`src/rtl/hamming_test_sequencer.sv`:
```
// Self-test sequencer for a Hamming(7,4) encoder/decoder pair: sweeps all 16 data words and counts pass/fail.
// Optional feature macro: HAMMING_SEQ_INJECT_EN (single-bit error injection at position w mod 8).
module hamming_test_sequencer #(
    parameter int TIMEOUT = 15
) (
    input  logic       i_clk,
    input  logic       i_reset_n,
    input  logic       i_start,
    output logic       o_busy,
    output logic       o_done,
    output logic [3:0] o_enc_data,
    input  logic [6:0] i_enc_codeword,
    output logic [6:0] o_dec_codeword,
    output logic       o_dec_valid,
    input  logic       i_dec_ready,
    input  logic       i_dec_resp_valid,
    input  logic [3:0] i_dec_data,
    input  logic [2:0] i_dec_syndrome,
    output logic [4:0] o_pass_count,
    output logic [4:0] o_fail_count,
    output logic       o_timeout_err
);

    typedef enum logic [2:0] {
        S_IDLE,
        S_LOAD,
        S_CAPTURE,
        S_SEND,
        S_WAIT,
        S_CHECK,
        S_DONE
    } state_t;

    localparam logic [7:0] TMO_LAST = 8'(TIMEOUT - 1);
    localparam logic [4:0] CNT_MAX  = 5'd16;

    state_t     r_state;
    state_t     w_next;
    logic [3:0] r_word;
    logic [2:0] r_pos;
    logic [6:0] r_codeword;
    logic [3:0] r_resp_data;
    logic [2:0] r_resp_syn;
    logic [7:0] r_tcnt;
    logic [4:0] r_pass;
    logic [4:0] r_fail;
    logic       r_timeout_err;

    logic [2:0] w_inj_pos;
    logic [6:0] w_flip_mask;
    logic       w_handshake;
    logic       w_timeout;
    logic       w_pass;
    logic       w_last_word;

`ifdef HAMMING_SEQ_INJECT_EN
    assign w_inj_pos = r_word[2:0];
`else
    assign w_inj_pos = 3'd0;
`endif

    // Position 0 means "no error"; otherwise flip codeword bit pos-1.
    always_comb begin
        w_flip_mask = '0;
        if (w_inj_pos != 3'd0) begin
            w_flip_mask[w_inj_pos - 3'd1] = 1'b1;
        end
    end

    assign w_handshake = (r_state == S_SEND) && i_dec_ready;
    assign w_timeout   = (r_state == S_WAIT) && !i_dec_resp_valid && (r_tcnt == TMO_LAST);
    assign w_pass      = (r_resp_data == r_word) && (r_resp_syn == r_pos);
    assign w_last_word = (r_word == 4'd15);

    always_ff @(posedge i_clk or negedge i_reset_n) begin
        if (!i_reset_n) begin
            r_state <= S_IDLE;
        end else begin
            r_state <= w_next;
        end
    end

    always_comb begin
        w_next = r_state;
        case (r_state)
            S_IDLE:    if (i_start) w_next = S_LOAD;
            S_LOAD:    w_next = S_CAPTURE;
            S_CAPTURE: w_next = S_SEND;
            S_SEND:    if (w_handshake) w_next = S_WAIT;
            S_WAIT: begin
                if (i_dec_resp_valid) begin
                    w_next = S_CHECK;
                end else if (w_timeout) begin
                    w_next = w_last_word ? S_DONE : S_LOAD;
                end
            end
            S_CHECK:   w_next = w_last_word ? S_DONE : S_LOAD;
            S_DONE:    w_next = S_IDLE;
            default:   w_next = S_IDLE;
        endcase
    end

    always_ff @(posedge i_clk or negedge i_reset_n) begin
        if (!i_reset_n) begin
            r_word        <= '0;
            r_pos         <= '0;
            r_codeword    <= '0;
            r_resp_data   <= '0;
            r_resp_syn    <= '0;
            r_tcnt        <= '0;
            r_pass        <= '0;
            r_fail        <= '0;
            r_timeout_err <= 1'b0;
        end else begin
            case (r_state)
                S_IDLE: begin
                    if (i_start) begin
                        r_word        <= '0;
                        r_pass        <= '0;
                        r_fail        <= '0;
                        r_timeout_err <= 1'b0;
                    end
                end
                S_CAPTURE: begin
                    r_codeword <= i_enc_codeword ^ w_flip_mask;
                    r_pos      <= w_inj_pos;
                end
                S_SEND: begin
                    if (w_handshake) begin
                        r_tcnt <= '0;
                    end
                end
                S_WAIT: begin
                    if (i_dec_resp_valid) begin
                        r_resp_data <= i_dec_data;
                        r_resp_syn  <= i_dec_syndrome;
                    end else if (w_timeout) begin
                        // A timed-out word counts as a failure and skips CHECK.
                        if (r_fail != CNT_MAX) r_fail <= r_fail + 5'd1;
                        r_timeout_err <= 1'b1;
                        if (!w_last_word) r_word <= r_word + 4'd1;
                    end else begin
                        r_tcnt <= r_tcnt + 8'd1;
                    end
                end
                S_CHECK: begin
                    if (w_pass) begin
                        if (r_pass != CNT_MAX) r_pass <= r_pass + 5'd1;
                    end else begin
                        if (r_fail != CNT_MAX) r_fail <= r_fail + 5'd1;
                    end
                    if (!w_last_word) r_word <= r_word + 4'd1;
                end
                default: ;
            endcase
        end
    end

    assign o_busy         = (r_state != S_IDLE);
    assign o_done         = (r_state == S_DONE);
    assign o_dec_valid    = (r_state == S_SEND);
    assign o_enc_data     = r_word;
    assign o_dec_codeword = r_codeword;
    assign o_pass_count   = r_pass;
    assign o_fail_count   = r_fail;
    assign o_timeout_err  = r_timeout_err;

endmodule

```
`config.mk`:
```
export PLATFORM = sky130hd
export DESIGN_NAME = hamming_test_sequencer
export DESIGN_NICKNAME = d
export VERILOG_FILES = /design/src/rtl/hamming_test_sequencer.sv
export SDC_FILE = /design/constraint.sdc
export NUM_CORES = 1
export LEC_CHECK = 0
export CORE_UTILIZATION = 25
export DETAILED_ROUTE_END_ITERATION = 6
export GPL_TIMING_DRIVEN = 0
export PLACE_DENSITY = 0.44
export SLEW_MARGIN = 10
export SYNTH_ARGS = -nofsm -noshare
export SYNTH_HDL_FRONTEND = slang
export SYNTH_SLANG_ARGS = --single-unit
```
`constraint.sdc`:
```
create_clock -name i_clk -period 5 [get_ports i_clk]
set_input_delay 1 -clock i_clk [delete_from_list [all_inputs] [get_ports i_clk]]
set_output_delay 1 -clock i_clk [all_outputs]
set_load 0.005 [all_outputs]
```
======== Yosys cells after proc, flatten, opt, wreduce, memory -nomap -nowiden ========
Cells that the tools add are included.
storage, ports and cells
  bits in registers ....................... 40
  bits of input ports ..................... 19
  output and inout bits ................... 25
  logic and storage cells ................. 80
operators by class
  $add $sub $neg .......................... 4
  equal/unequal tests ..................... 20
  multiplexer cells ....................... 28
  reductions and logical operators ........ 19
operator list
  operator                                                         number
  5-bit two-way mux                                                7
  8-bit two-way mux                                                3
  3-bit one-hot mux with 6 select lines                            1
  4-bit two-way mux                                                4
  8-bit one-hot mux with 2 select lines                            1
  4-bit AND reduction                                              4
  3-bit two-way mux                                                5
  5-bit one-hot mux with 3 select lines                            1
  2-bit inequality test, second input constant                     7
  4-bit one-hot mux with 3 select lines                            1
  5-bit by 1-bit adder with 5-bit output, second input constant    2
  5-bit inequality test, second input constant                     2
  5-bit one-hot mux with 2 select lines                            1
  3-bit == test, second input constant                             3
  8-bit by 1-bit adder with 8-bit output, second input constant    1
  8-bit by 4-bit == test with 1-bit output, second input constant  1
  3-bit by 2-bit == test with 1-bit output, second input constant  2
  3-bit logical NOT                                                2
  2-bit nonzero test                                               3
  3-bit nonzero test                                               2
  5-bit AND reduction                                              1
  4-bit by 1-bit adder with 4-bit output, second input constant    1
  4-bit == test                                                    1
  4-bit == test, second input constant                             1
  other kinds (9)                                                  14

======== Longest topological paths before layout ========
Gate-level depths: netlist (run 1).
  depth in word-level cells ............... 6
  mapped depth ............................ 7
  gate-level depth less buffers ........... 7

======== Least setup slack after synthesis (run 1) ========
Ideal clock, no wire load.
  path kind ............................... input to register
  start ................................... in i_dec_resp_valid
  end ..................................... reg r_fail[3] (netlist: o_fail_count[3])
  setup time .............................. 0.069 ns
  arrival time ............................ 2.122 ns
  required time ........................... 4.931 ns
  path slack .............................. 2.809 ns
  stages .................................. 5
  path buffers ............................ 0
  cell sequence ........................... nor4b_2 > a21o_1 > nand2_1 > or4_1 > nand3_1
on the way
  cells in the longest elaborated chain, start to end .. 5
  elaborated cells on any way between the ends .. 6
  classes of those cells .................. eq/ne (2); reduce/logical (4)
RTL lines
  what                               line  RTL
  start, declared                    16    input logic i_dec_resp_valid,
  1-bit logical NOT                  71    assign w_timeout = (r_state == S_WAIT) && !i_dec_resp_valid && (r_tcnt == TMO_LAST);
  1-bit logical AND (2 in series)    71
  2-bit inequality test (no line)    n/a
  5-bit AND reduction (no line) (*)  n/a
  end signal, assigned               139   if (r_fail != CNT_MAX) r_fail <= r_fail + 5'd1;
  end signal, assigned               150   if (r_fail != CNT_MAX) r_fail <= r_fail + 5'd1;
  end, declared                      46    logic [4:0] r_fail;
Every way passes the cells marked *; elsewhere a longest branch is shown, timed or not.
A chain may end at the register's enable or synchronous reset.

======== Worst setup path in the final report (run 1) ========
  start ................................... reg r_state[0]
  end ..................................... out o_dec_valid
on the way
  cells in the longest elaborated chain, start to end .. 1
RTL lines
  what                                      line  RTL
  start, declared                           37    state_t r_state;
  start signal, assigned                    79    r_state <= w_next;
  3-bit by 2-bit == test with 1-bit output  161   assign o_dec_valid = (r_state == S_SEND);
  end, declared                             14    output logic o_dec_valid,
No other way between the ends.

==> results of run 1 <==
through the flow:
step           hold WS, ps   util  worst slack (ps)  std cells  total power, uW
4_1_cts                481  0.338              1910        373             1330
2_1_floorplan          433      -              2810        213              810
3_5_place_dp           466  0.324              2030        365             1040
6_report               486  0.338              1960        373             1300
3_3_place_gp           474  0.323              1670        364             1030
5_1_grt                507  0.338              1820        373             1410
worst paths after layout:
path	startpoint	end	slack, ps	cells after the start
min in group asynchronous	i_reset_n	o_dec_codeword[5]	630	1
setup reg to reg	r_tcnt[0]	o_fail_count[0]	2970	7
setup / recovery	r_state[0]	o_dec_valid	1960	4
hold reg to reg	r_tcnt[7]	r_tcnt[7]	490	1
hold / removal	r_tcnt[7]	r_tcnt[7]	490	1
max in group asynchronous	i_reset_n	o_pass_count[3]	3890	2
power groups by stage:
stage,Combinational (uW),Sequential (uW),Clock [uW]
6_report,523,504,276
5_1_grt,582,522,303
4_1_cts,533,505,289
3_5_place_dp,530,512,0
3_3_place_gp,525,510,0
2_1_floorplan,315,495,0
cell families after synthesis:
family,Yosys count,share of synthesized area
XOR/XNOR,5,0.0196
multiplexers,18,0.0902
flip-flops,40,0.448
AO/OA/AOI/OAI,49,0.151
buffers and inverters,15,0.0342
adder cells (fa/ha/maj),7,0.0392
AND/OR/NAND/NOR,79,0.217
cells in the final DEF (no fill, tap or decap), types with 6 or more instances in the layout:
cell type	instances
nand3_1	12
o21ai_1	15
ha_1	7
mux2_1	6
a21oi_1	6
mux2_2	11
nor2_1	14
inv_1	8
clkdlybuf4s50_1	42
nand2_1	15
dfrtp_1	40
final cells by class:
type | count | area (um^2)
repair buffers | 44 | 445
plain buffers | 7 | 46.3
well taps | 108 | 135
multi-input cells | 158 | 1160
fillers | 928 | 5750
clock buffers | 5 | 68.8
flip-flops and latches | 40 | 1000
clock inverters | 3 | 46.3
inverters | 8 | 30.0
state kept, by name (all words and copies together) (netlist names), 3 cells and up:
name and cells:
o_fail_count 5, o_enc_data 4, r_tcnt 8, r_resp_data 4, r_state 3, o_dec_codeword 7
r_resp_syn 3, o_pass_count 5
layer usage:
| layer | track usage | wire [um] |
|---|---|---|
| met1 | 0.167 | 2590 |
| met2 | 0.192 | 2310 |
| met3 | 0.0329 | 246 |
| met4 | 0.0368 | 57 |
| met5 | 0 | 0 |
==> reports/metrics.cfg, run 1 <==
[run_status]
status=complete, no violations

[route]
postRouteAntennaNets=0
wl_per_cell_um=14.0
first_pass_iters=4
drtIter0Drc=71
via_per_inst=4.79
vias=1787
drc_errors=0
drt-total-wl_mm=5.21

[yosys]
synth-seq-area-share=0.448
synth-seq-cells=40
synth_area_leaders=dfrtp_1 45%, mux2_2 5.5%, ha_1 3.9%, o21ai_1 3.4%, mux2_1 3.0%
synth_top_cell_area_share=0.448
synth_most_common_cell=dfrtp_1
synthesis.area_mm2=0.00223
syn_area_per_cell_um2=10.5
synth_commonest_cells=40 x dfrtp_1, 15 x nand2_1, 15 x o21ai_1
synthFlopType=dfrtp_1
yosysTopAreaCell=dfrtp_1
synth-edff-count=0
async_reset_ff_frac=1.00
yosys_warnings=0
synth_nets=239
ys_types=55
netlist_instances=213

[die]
die_x_um=96.5
die_area_mm2=0.00932
fp.dieH_um=96.5
ios=44
initial_utilization=0.257
core_area_mm2=0.00868
row_count=34

[clocking]
ctsRootBufferMaster=clkbuf_8
cts.path.max_buffers=2
cts_tree=done
clock_latency_ps=300
cts_hold_buf=0
postCtsSetupBuffers=0
clk_pin_slew_worst_paths_ps=90
htree_num_levels=2
clkSinkCount=40
numCtsBuffers=5
post_cts_resized=0

[global_route]
antenna_found_initial=0
grt_usage=0.123
grt_pass1_wl_mm=8.63
gr-total-overflow=0
grt_max_degree=26
grt_pass1_vias=1705

[placement]
dpl_cell_area_mm2=0.00281
io_buffer_count=43
gp_congestion=0.800
dp_hpwl_mm=3.86

[sta]
rsz0062_at_grt=no
skew_ps=9.73
finalHoldViolCount=0
fin_crit_ps=3040
worst-slew-pin-transition_ps=592
slew_headroom=0.603
final_max_slew_viol_count=0
fmax_mhz=329
finalCritPeriodShare=0.608
finalSetupTns_ps=0
setup_viol=0

[pwr]
p_leak_uw=0.00120
cellInternalPower_uw=853
seqPwrFrac=0.387
switching_power_uw=450
sw_frac_of_total=0.345
p_comb_frac=0.401
power.density_mw_per_mm2=445
ir_drop_uv=238
pwr-share-clk=0.212

[setup_path]
critPathBufInv=2
path_cells=buf_2 -> nand2_1 -> nor2_1 -> clkdlybuf4s50_1
arrival_ps=2040
critPathKind=flip-flop to output pin
cp-start-kind=flip-flop
slowest_delay_ps=560
cp_max_fo=10
crit_family=buffers and inverters
cp_data_required_time_ps=4000
cp_slowest_cell=clkdlybuf4s50_1
endpoint_kind=output pin

[hold_path]
min_path_type=flip-flop to flip-flop

[cells_and_area]
drive_gt1_frac=0.155
area_delta_synth_final_pct=31.1
final_cell_area_mm2=0.00293
n_antenna_cell=0
final_nets=290

[run]
maxCapViolCount=0

(Power assumes the default switching activity.)
==> inputs of run 2 (changes only) <==
clock period = 3.19 ns   (was 5 ns; I/O delays follow)
==> results of run 2 <==
The final DEF is identical to that of run 1. Status: complete, no violations.
Among the figures that moved: setup slack after placement 2030 ps -> 578 ps; setup slack after layout 1960 ps -> 511 ps; hold slack 486 ps -> 270 ps; register-to-register setup slack 2970 ps -> 1160 ps; total power 1300 uW -> 2040 uW; worst IR drop on VDD 238 uV -> 374 uV
==> RTL edit: new RTL, config.mk and constraints of run 2 <==
Change the parameter `TIMEOUT` from 15 to 11.
--- a/src/rtl/hamming_test_sequencer.sv
+++ b/src/rtl/hamming_test_sequencer.sv
@@ -3,3 +3,3 @@
 module hamming_test_sequencer #(
-    parameter int TIMEOUT = 15
+    parameter int TIMEOUT = 11
 ) (
Formal check against the unedited RTL: same outputs for any inputs over 10 cycles, from zero or initial values and one cycle with i_reset_n low; that may be too few to reach the edited logic, so the function may still have changed.
==> RTL edit against run 2 <==
- synthesized area fell by 2.0%
- power fell by 2.2%
- design area fell by 1.5%
- worst setup slack improved by 0.083 ns
- maximum frequency rose by 3.2%
- first-iteration DRC count rose by 28%
- register-to-register slack got worse by 0.10 ns
- routed wire length fell by 1.3%
- sequential cell count did not move
- largest cell class unchanged
- largest power group unchanged
==> RTL edit: results (changes against run 2) <==
Setup slack of the most critical reg-to-reg path - 1.06 ns (-0.10 ns)
Overall Global Routing Usage - 0.125 (+0.00193)
Half-perimeter wire length after placement - 3840 µm (-0.52%)
Number of global-route vias before repair - 1772 (+3.9%)
Total Routed Length - 5140 µm (-1.3%)
R2R depth - 5 (-2)
Netlist area before placement - 2190 µm² (-2.0%)
Proportion of cell area spent on the clock network - 0.0386 (-0.000705)
Number of non-clock buffers in the layout - 49 (-3.9%)
Worst Setup Slack post-DPL - 0.737 ns (+0.159 ns)
Global routing usage on met2 - 0.204 (+0.0117)
Worst-path clk slew - 0.09 ns (about the same)
Count of vias placed by the detailed router - 1809 (+1.2%)
Count of non-filler cells in the finished layout - 374 (+0.27%)
Number of unique standard cell types used by synthesis - 46 (-16%)
Share of final-layout standard cells stronger than drive strength 1 - 0.149 (-0.00602)
Terminus of the critical flop-to-flop path - o_pass_count[0]$_DFFE_PN0P_
Total leakage power - 1.22 nW (+1.8%)
Fill cell count - 855 (-7.9%)
Count of TritonRoute iterations in the first routing pass - 4 (unchanged)
Design area - 2890 µm² (-1.5%)
Cell count after synthesis - 217 (+1.9%)
DR WL met3 - 242 µm (-1.6%)
Proportion of synthesized flip-flops having asynchronous set or reset - 1.00 (unchanged)
Post-synth net total - 243 (+1.7%)
Net count of the finished layout - 294 (+1.4%)
Total placed instance area - 2770 µm² (-1.4%)
Root buffer cell - sky130_fd_sc_hd__clkbuf_8
IR Drop Worst-Case VDD - 287 µV (-23%)
Achievable Freq - 385 MHz (+3.2%)
Result of the run - completed
Data arrival at the endpoint of the critical path - 1.96 ns (-0.08 ns)
FF+latch count - 40 (unchanged)
Slew HR - 0.423 (-0.180)
List of most frequent post-synthesis cells - 40 x sky130_fd_sc_hd__dfrtp_1, 23 x sky130_fd_sc_hd__o21ai_0, 18 x sky130_fd_sc_hd__nor2_1
RD Place Congestion - 0.734 (-8.2%)
Sequential area share after synthesis - 0.457 (+0.00896)
Number of instances in the placed design - 366 (+0.27%)
Global-route wire length before repair - 8710 µm (+0.88%)
Post CTS Setup Buffer Count - 0 (unchanged)
Worst clock skew - 0.00779 ns (-0.00194 ns)
Inverters, non-clock - 11 (+3)
Met2 Routed Length - 2390 µm (+3.4%)
CP max stage delay - 0.57 ns
Worst reg2reg path startpoint - o_enc_data[0]$_DFFE_PN0P_
Number of flip-flops in the largest register - 8 (unchanged)
Antenna diode instance count - 0 (unchanged)
Multi-input gate share of total cell area - 0.390 (-0.00442)
Met3 routing resource usage after global routing - 0.0311 (-0.00176)
Buffer share of cell area - 0.164 (-0.00352)
Largest cells by area after synthesis - sky130_fd_sc_hd__dfrtp_1 46%, sky130_fd_sc_hd__mux2_2 8.2%, sky130_fd_sc_hd__o21ai_0 5.3%
Wl on met1 - 2470 µm (-4.6%)
Cell with the largest stage delay on the worst path - sky130_fd_sc_hd__clkdlybuf4s50_1
Met1 track demand over resource - 0.163 (-0.00335)
Initial detailed-routing violation count - 91 (+28%)
Initial antenna violation count - 0 (unchanged)
Maximum number of pins on one net before global-route repair - 23 (-12%)
Multi-input gate count - 161 (+1.9%)
-- RTL edit: changes by cell type after synthesis, sizes merged, moves of 4 or more --
cell and delta:
and3 +4, nand4 +4, o21ai +4, buf -4, nor3 +4, nand2 -10
-- RTL edit: power breakdown --
part	total [W]	switching [W]	leakage [nW]	internal [W]
registers	0.000771	0.000116	0.523	0.000655
clock network	0.000424	0.000192	0.0541	0.000232
logic	0.000804	0.000373	0.640	0.000431
-- RTL edit: cell families after synthesis --
group | synth area share
multiplexers | 0.0823
flip-flops | 0.457
XOR/XNOR | 0.0200
adder cells (fa/ha/maj) | 0.0400
AND/OR/NAND/NOR | 0.229
buffers and inverters | 0.0286
AO/OA/AOI/OAI | 0.143
-- RTL edit: stage by stage --
step / hold WS [ns] / power [W]
finish: 0.298 / 0.00200
global route: 0.339 / 0.00216
CTS: 0.313 / 0.00204
detailed placement: 0.494 / 0.00160
global placement: 0.487 / 0.00159
floorplan: 0.342 / 0.00124
